[config.mk]
export PLATFORM = sky130hd
export DESIGN_NAME = hififo_read_request
export DESIGN_NICKNAME = d
export VERILOG_FILES = /design/src/rtl/hififo_pkg.sv /design/src/rtl/hififo_rr_arbiter.sv /design/src/rtl/hififo_read_request.sv
export SDC_FILE = /design/constraint.sdc
export NUM_CORES = 2
export LEC_CHECK = 0
export CORE_MARGIN = 2
export CORE_UTILIZATION = 55
export CTS_BUF_LIST = sky130_fd_sc_hd__clkbuf_8
export DETAILED_ROUTE_END_ITERATION = 6
export PLACE_DENSITY_LB_ADDON = 0.2
export SYNTH_ARGS = -nofsm -noshare
export SYNTH_HDL_FRONTEND = slang
export SYNTH_SLANG_ARGS = --single-unit
[constraint.sdc]
create_clock -name clock -period 27 [get_ports clock]
set_clock_uncertainty 0.2 [all_clocks]
set_input_delay 8.1 -clock clock [delete_from_list [all_inputs] [get_ports clock]]
set_output_delay 8.1 -clock clock [all_outputs]
set_load 0.01 [all_outputs]
[src/rtl/hififo_pkg.sv]
// Shared constants and helpers for the from-PC FIFO read-request path:
// TLP header fields, block size, tag layout and read-request FSM states.
package hififo_pkg;

    localparam logic [2:0] FMT_3DW_NODATA = 3'b000;
    localparam logic [2:0] FMT_4DW_NODATA = 3'b001;
    localparam logic [4:0] TYPE_MEM       = 5'b00000;

    localparam int BLOCK_BYTES = 512;
    localparam int IDX_W       = 3;

    typedef enum logic [1:0] {
        IDLE,
        HDR0,
        HDR1
    } rdReqState_e;

    // Completion path and FIFO decode the tag as channel[7:3], block[2:0].
    function automatic logic [7:0] makeTag(input logic [4:0] chan, input logic [2:0] blk);
        return {chan, blk};
    endfunction

endpackage

[src/rtl/hififo_rr_arbiter.sv]
// Round-robin arbiter: combinational one-hot grant and index from the request
// vector, starting the search at a registered pointer that advances past each winner.
module hififo_rr_arbiter
    import hififo_pkg::*;
#(
    parameter int NCH = 8
) (
    input  logic             clock,
    input  logic             reset,
    input  logic [NCH-1:0]   req_i,
    input  logic             advance_i,
    input  logic [IDX_W-1:0] lastIdx_i,
    output logic [NCH-1:0]   grant_o,
    output logic [IDX_W-1:0] idx_o,
    output logic             any_o
);

    localparam logic [IDX_W:0] NCH_V = (IDX_W + 1)'(NCH);

    logic [IDX_W-1:0] ptr_q;
    logic [IDX_W-1:0] ptr_d;
    logic [IDX_W:0]   bestDist;

    // Distance from the pointer to channel c going forward around the ring.
    function automatic logic [IDX_W:0] ringDist(input logic [IDX_W:0] c, input logic [IDX_W:0] p);
        if (c >= p) begin
            return c - p;
        end
        return c + NCH_V - p;
    endfunction

    always_comb begin
        grant_o  = '0;
        idx_o    = '0;
        bestDist = NCH_V;
        for (int c = 0; c < NCH; c++) begin
            if (req_i[c] && (ringDist((IDX_W + 1)'(c), {1'b0, ptr_q}) < bestDist)) begin
                bestDist   = ringDist((IDX_W + 1)'(c), {1'b0, ptr_q});
                grant_o    = '0;
                grant_o[c] = 1'b1;
                idx_o      = IDX_W'(c);
            end
        end
    end

    assign any_o = |req_i;

    always_comb begin
        ptr_d = (lastIdx_i == IDX_W'(NCH - 1)) ? '0 : lastIdx_i + 1'b1;
    end

    always_ff @(posedge clock) begin
        if (reset) begin
            ptr_q <= '0;
        end else if (advance_i) begin
            ptr_q <= ptr_d;
        end
    end

endmodule

[src/rtl/hififo_read_request.sv]
// Per-channel read-request issuer: arbitrates channels round-robin and emits
// 2-beat PCIe MRd TLPs. Define HIFIFO_RDREQ_FORCE_4DW_EN to always use 4DW headers.
module hififo_read_request
    import hififo_pkg::*;
#(
    parameter int NCH      = 8,
    parameter int BLOCK_DW = 128
) (
    input  logic             clock,
    input  logic             reset,
    input  logic [15:0]      requester_id,
    input  logic [NCH-1:0]   req_valid,
    output logic [NCH-1:0]   req_ready,
    input  logic             addr_write,
    input  logic [2:0]       addr_channel,
    input  logic [63:0]      addr_data,
    input  logic [NCH-1:0]   chan_enable,
    output logic             tlp_valid,
    input  logic             tlp_ready,
    output logic [63:0]      tlp_data,
    output logic             tlp_last
);

    localparam logic [9:0]  LEN_DW    = 10'(BLOCK_DW);
    localparam logic [63:0] ADDR_STEP = 64'(BLOCK_BYTES);

    rdReqState_e state_q, state_d;

    logic [63:0]      addr_q [NCH];
    logic [2:0]       blk_q  [NCH];
    logic [IDX_W-1:0] chan_q;
    logic [63:0]      addrLat_q;
    logic [7:0]       tag_q;
    logic             is4dw_q;
    logic [NCH-1:0]   req_ready_q;
    logic [NCH-1:0]   readyNext;

    logic [NCH-1:0]   eligible;
    logic [NCH-1:0]   grant;
    logic [IDX_W-1:0] grantIdx;
    logic             anyGrant;
    logic             grantTake;
    logic             hdr1Accept;
    logic [63:0]      selAddr;
    logic [2:0]       selBlk;
    logic             wantFour;
    logic [31:0]      dw0;
    logic [31:0]      dw1;

    // A channel whose strobe is on the wire this cycle is not yet re-grantable.
    assign eligible = req_valid & chan_enable & ~req_ready_q;

    hififo_rr_arbiter #(
        .NCH (NCH)
    ) u_arb (
        .clock     (clock),
        .reset     (reset),
        .req_i     (eligible),
        .advance_i (hdr1Accept),
        .lastIdx_i (chan_q),
        .grant_o   (grant),
        .idx_o     (grantIdx),
        .any_o     (anyGrant)
    );

    always_comb begin
        selAddr = '0;
        selBlk  = '0;
        for (int c = 0; c < NCH; c++) begin
            if (grant[c]) begin
                selAddr |= addr_q[c];
                selBlk  |= blk_q[c];
            end
        end
    end

`ifdef HIFIFO_RDREQ_FORCE_4DW_EN
    assign wantFour = 1'b1;
`else
    assign wantFour = (selAddr[63:32] != 32'h0);
`endif

    always_comb begin
        dw0 = {(is4dw_q ? FMT_4DW_NODATA : FMT_3DW_NODATA), TYPE_MEM, 14'h0, LEN_DW};
        dw1 = {requester_id, tag_q, 4'hF, 4'hF};
    end

    always_comb begin
        state_d    = state_q;
        tlp_valid  = 1'b0;
        tlp_last   = 1'b0;
        tlp_data   = '0;
        grantTake  = 1'b0;
        hdr1Accept = 1'b0;
        case (state_q)
            IDLE: begin
                if (anyGrant) begin
                    grantTake = 1'b1;
                    state_d   = HDR0;
                end
            end
            HDR0: begin
                tlp_valid = 1'b1;
                tlp_data  = {dw1, dw0};
                if (tlp_ready) begin
                    state_d = HDR1;
                end
            end
            HDR1: begin
                tlp_valid = 1'b1;
                tlp_last  = 1'b1;
                tlp_data  = is4dw_q ? {addrLat_q[31:0], addrLat_q[63:32]}
                                    : {32'h0, addrLat_q[31:0]};
                if (tlp_ready) begin
                    hdr1Accept = 1'b1;
                    state_d    = IDLE;
                end
            end
            default: state_d = IDLE;
        endcase
    end

    always_comb begin
        readyNext = '0;
        if (hdr1Accept) begin
            readyNext[chan_q] = 1'b1;
        end
    end

    always_ff @(posedge clock) begin
        if (reset) begin
            state_q     <= IDLE;
            chan_q      <= '0;
            addrLat_q   <= '0;
            tag_q       <= '0;
            is4dw_q     <= 1'b0;
            req_ready_q <= '0;
        end else begin
            state_q     <= state_d;
            req_ready_q <= readyNext;
            if (grantTake) begin
                chan_q    <= grantIdx;
                addrLat_q <= selAddr;
                tag_q     <= makeTag({2'b00, grantIdx}, selBlk);
                is4dw_q   <= wantFour;
            end
        end
    end

    // A host address write beats the post-request increment on the same channel.
    always_ff @(posedge clock) begin
        for (int c = 0; c < NCH; c++) begin
            if (reset) begin
                addr_q[c] <= '0;
                blk_q[c]  <= '0;
            end else begin
                if (addr_write && (addr_channel == IDX_W'(c))) begin
                    addr_q[c] <= addr_data & ~64'h1FF;
                end else if (hdr1Accept && (chan_q == IDX_W'(c))) begin
                    addr_q[c] <= addr_q[c] + ADDR_STEP;
                end
                if (hdr1Accept && (chan_q == IDX_W'(c))) begin
                    blk_q[c] <= blk_q[c] + 3'd1;
                end
            end
        end
    end

    assign req_ready = req_ready_q;

endmodule

==> impl_metrics.json <==
{
  "io_pins": 177,
  "ys_types": 94,
  "final-max-slew-violation-count": 0,
  "start_util": 0.555,
  "port_buffers": 167,
  "antenna_found_initial": 1,
  "cts_tree": "yes",
  "crit_buf_inv": 5,
  "post_cts_buffers": 0,
  "synth_area_leaders": "edfxtp_1, nand2_1, o21ai_0",
  "holdWs_ps": 296,
  "p_per_area_nw_per_um2": 62.1,
  "synth_nets": 4114,
  "slowest_delay_ps": 1010,
  "grt_pass1_wl_mm": 182,
  "crit_fanout": 46,
  "insertion_delay_ps": 750,
  "seq_area_frac_synth": 0.442,
  "clock_path_buffers": 3,
  "dieWidth_um": 256,
  "synth_top_area_cell": "edfxtp_1",
  "first_global_vias": 29900,
  "grt_usage": 0.357,
  "crit_type": "primary input to flip-flop",
  "finalSetupViolations": 0,
  "clk_pin_slew_ps": 60,
  "outcome": "finished with violations",
  "postSynth.asyncResetShare": 0,
  "vias": 31700,
  "routed_via_density": 6.44,
  "p_leak_nw": 12.9,
  "synth-edff-count": 464,
  "placed_cells": 4754,
  "die_area_um2": 65500,
  "post-dp-hpwl_mm": 80.6,
  "nets": 4155,
  "layout_common_cells": "nand2_1, o21ai_0, edfxtp_1",
  "cp_common_cell": "ha_1",
  "finalCriticalPeriod_ps": 21290,
  "hold_path_class": "flip-flop to flip-flop",
  "required_ps": 27370,
  "rows": 92,
  "report.power.total_mw": 2.41,
  "yosys_warnings": 0,
  "maxCapViolCount": 0,
  "worstPathArrival_ps": 21660,
  "cts_root_buf": "clkbuf_8",
  "gp_congestion": 0.979,
  "max_slew_margin": 0.209,
  "avgSynthCellArea_um2": 8.80,
  "violations": "design-rule violations",
  "drt_iter0_drc": 4468,
  "post_drt_wl_per_cell_um": 24.2,
  "cp-start-kind": "primary input",
  "utilization": 0.618,
  "area_growth_pct": 11.3,
  "critPathTopFamily": "compound AO/OA/AOI/OAI gates",
  "period_share": 0.789,
  "drive_gt1_frac": 0.0615,
  "synthCells": 3964,
  "grt_overflow_total": 0,
  "tns_ps": 0,
  "h-tree-depth": 3,
  "postCtsHoldBufs": 0,
  "first_pass_iters": 7,
  "synth_area_um2": 34900,
  "grt_max_degree": 75,
  "final_cells": 4928,
  "worst_pin_slew_ps": 1180,
  "max_freq_mhz": 47.0,
  "grt_setup_unrepaired": "false",
  "cp_slowest_cell": "a2111oi_1",
  "wl_mm": 119,
  "synth_ff_type": "edfxtp_1",
  "irDropWorstVdd_v": 0.0000439,
  "critPathCaptureType": "flip-flop",
  "final_common_cell": "nand2_1",
  "core_um2": 62900,
  "cts_resized": 0,
  "ant_nets": 0,
  "clkSinkCount": 539,
  "ys_seq_elements": 539,
  "report.final.hold_viol_count": 0,
  "die_h_um": 256,
  "drcViolationCount": 7,
  "synth_top_area_share": 0.399,
  "cts_inserted_buffers": 95
}
-- metal layers --
layer  GRT usage  part of all wire  up-vias
li1            -                 -    14400
met1       0.484              0.40    15100
met2       0.544              0.44     1988
met3      0.0741              0.11      323
met4       0.181             0.050        0
met5           0                 0        -
-- synthesized netlist by cell type, types with 5 or more instances --
cell / n
a2111o_1: 9
o21ai_1: 6
buf_1: 46
xor2_1: 269
buf_2: 21
a211oi_1: 54
a311oi_1: 20
a21boi_0: 6
and2_1: 24
o21ai_0: 507
a221oi_1: 40
o31a_1: 5
or3_1: 6
nor2b_1: 17
nor3_1: 49
nand4_1: 81
nor2_1: 304
and3_1: 122
a22oi_1: 19
and4_1: 24
nand3_1: 192
o21a_1: 5
clkbuf_1: 197
o211ai_1: 9
edfxtp_1: 464
inv_1: 56
a21o_1: 18
nand2b_1: 15
o31ai_1: 5
a21oi_1: 90
a22o_1: 29
mux2i_1: 25
a31oi_1: 32
a222oi_1: 26
xnor2_1: 165
nand2_1: 743
buf_4: 10
o21bai_1: 27
ha_1: 47
dfxtp_1: 75
nor4_1: 6
-- kinds of logic (layout without fill, tap and decap cells) --
| group | after synthesis | in the layout | share of synthesized area |
|---|---|---|---|
| AOI/OAI and AO/OA | 959 | 959 | 0.173 |
| xor gates and xnor gates | 436 | 436 | 0.110 |
| adders and majority gates | 48 | 48 | 0.0171 |
| buffers and inverters | 336 | 453 | 0.0389 |
| DFF | 539 | 539 | 0.442 |
| muxes | 31 | 31 | 0.00918 |
| other | 1 | 2 | 0.000107 |
| and+or+nand+nor | 1614 | 1614 | 0.210 |
-- cell type report --
type                    instances  area, um2
flip-flops and latches        539      15400
fillers                      5525      24000
inverters                      56        210
multi-input cells            3089      18300
clock buffers                 103       1420
diodes                          1       2.50
clock inverters                70        332
repair buffers                224       2100
well taps                     846       1060
-- sequential cells by signal, summed over array words and instances, names as in the netlist --
signal       cells
blk_q           24
chan_q           3
addr_q         440
req_ready        8
tag_q            3
state_q          2
addrLat_q       55
u_arb.ptr_q      3
is4dw_q          1
-- worst paths after layout --
kind                   from            end  slack (ps)  cells past startpoint
max            req_valid[0]        is4dw_q        5710                     46
min           addrLat_q[63]  addrLat_q[63]         300                      2
max reg2reg  u_arb.ptr_q[1]        is4dw_q       11620                     48
min reg2reg   addrLat_q[63]  addrLat_q[63]         300                      2
-- report_power, final --
| part | internal (mW) | switching, mW | leakage, nW |
|---|---|---|---|
| Clock | 0.353 | 0.373 | 1.06 |
| Combinational | 0.203 | 0.414 | 6.41 |
| Sequential | 0.978 | 0.0891 | 5.48 |
| Total | 1.53 | 0.876 | 12.9 |
-- metrics by stage --
step / area [um2] / worst slack, ps
global placement: 37100 / 5610
detailed placement: 37100 / 5500
floorplan: 34900 / 8550
finish: 38800 / 5710
global route: 38800 / 5200
CTS: 38800 / 6220
-- worst register-to-register path, delay by kind of cell, from the launching register on --
family | cells | cell delay, ps
compound gates | 17 | 6260
mux | 1 | 400
flops | 1 | 790
fa+ha+maj | 7 | 2220
simple gates | 17 | 3500
buf+inv | 6 | 1860
(Power assumes the default switching activity.)
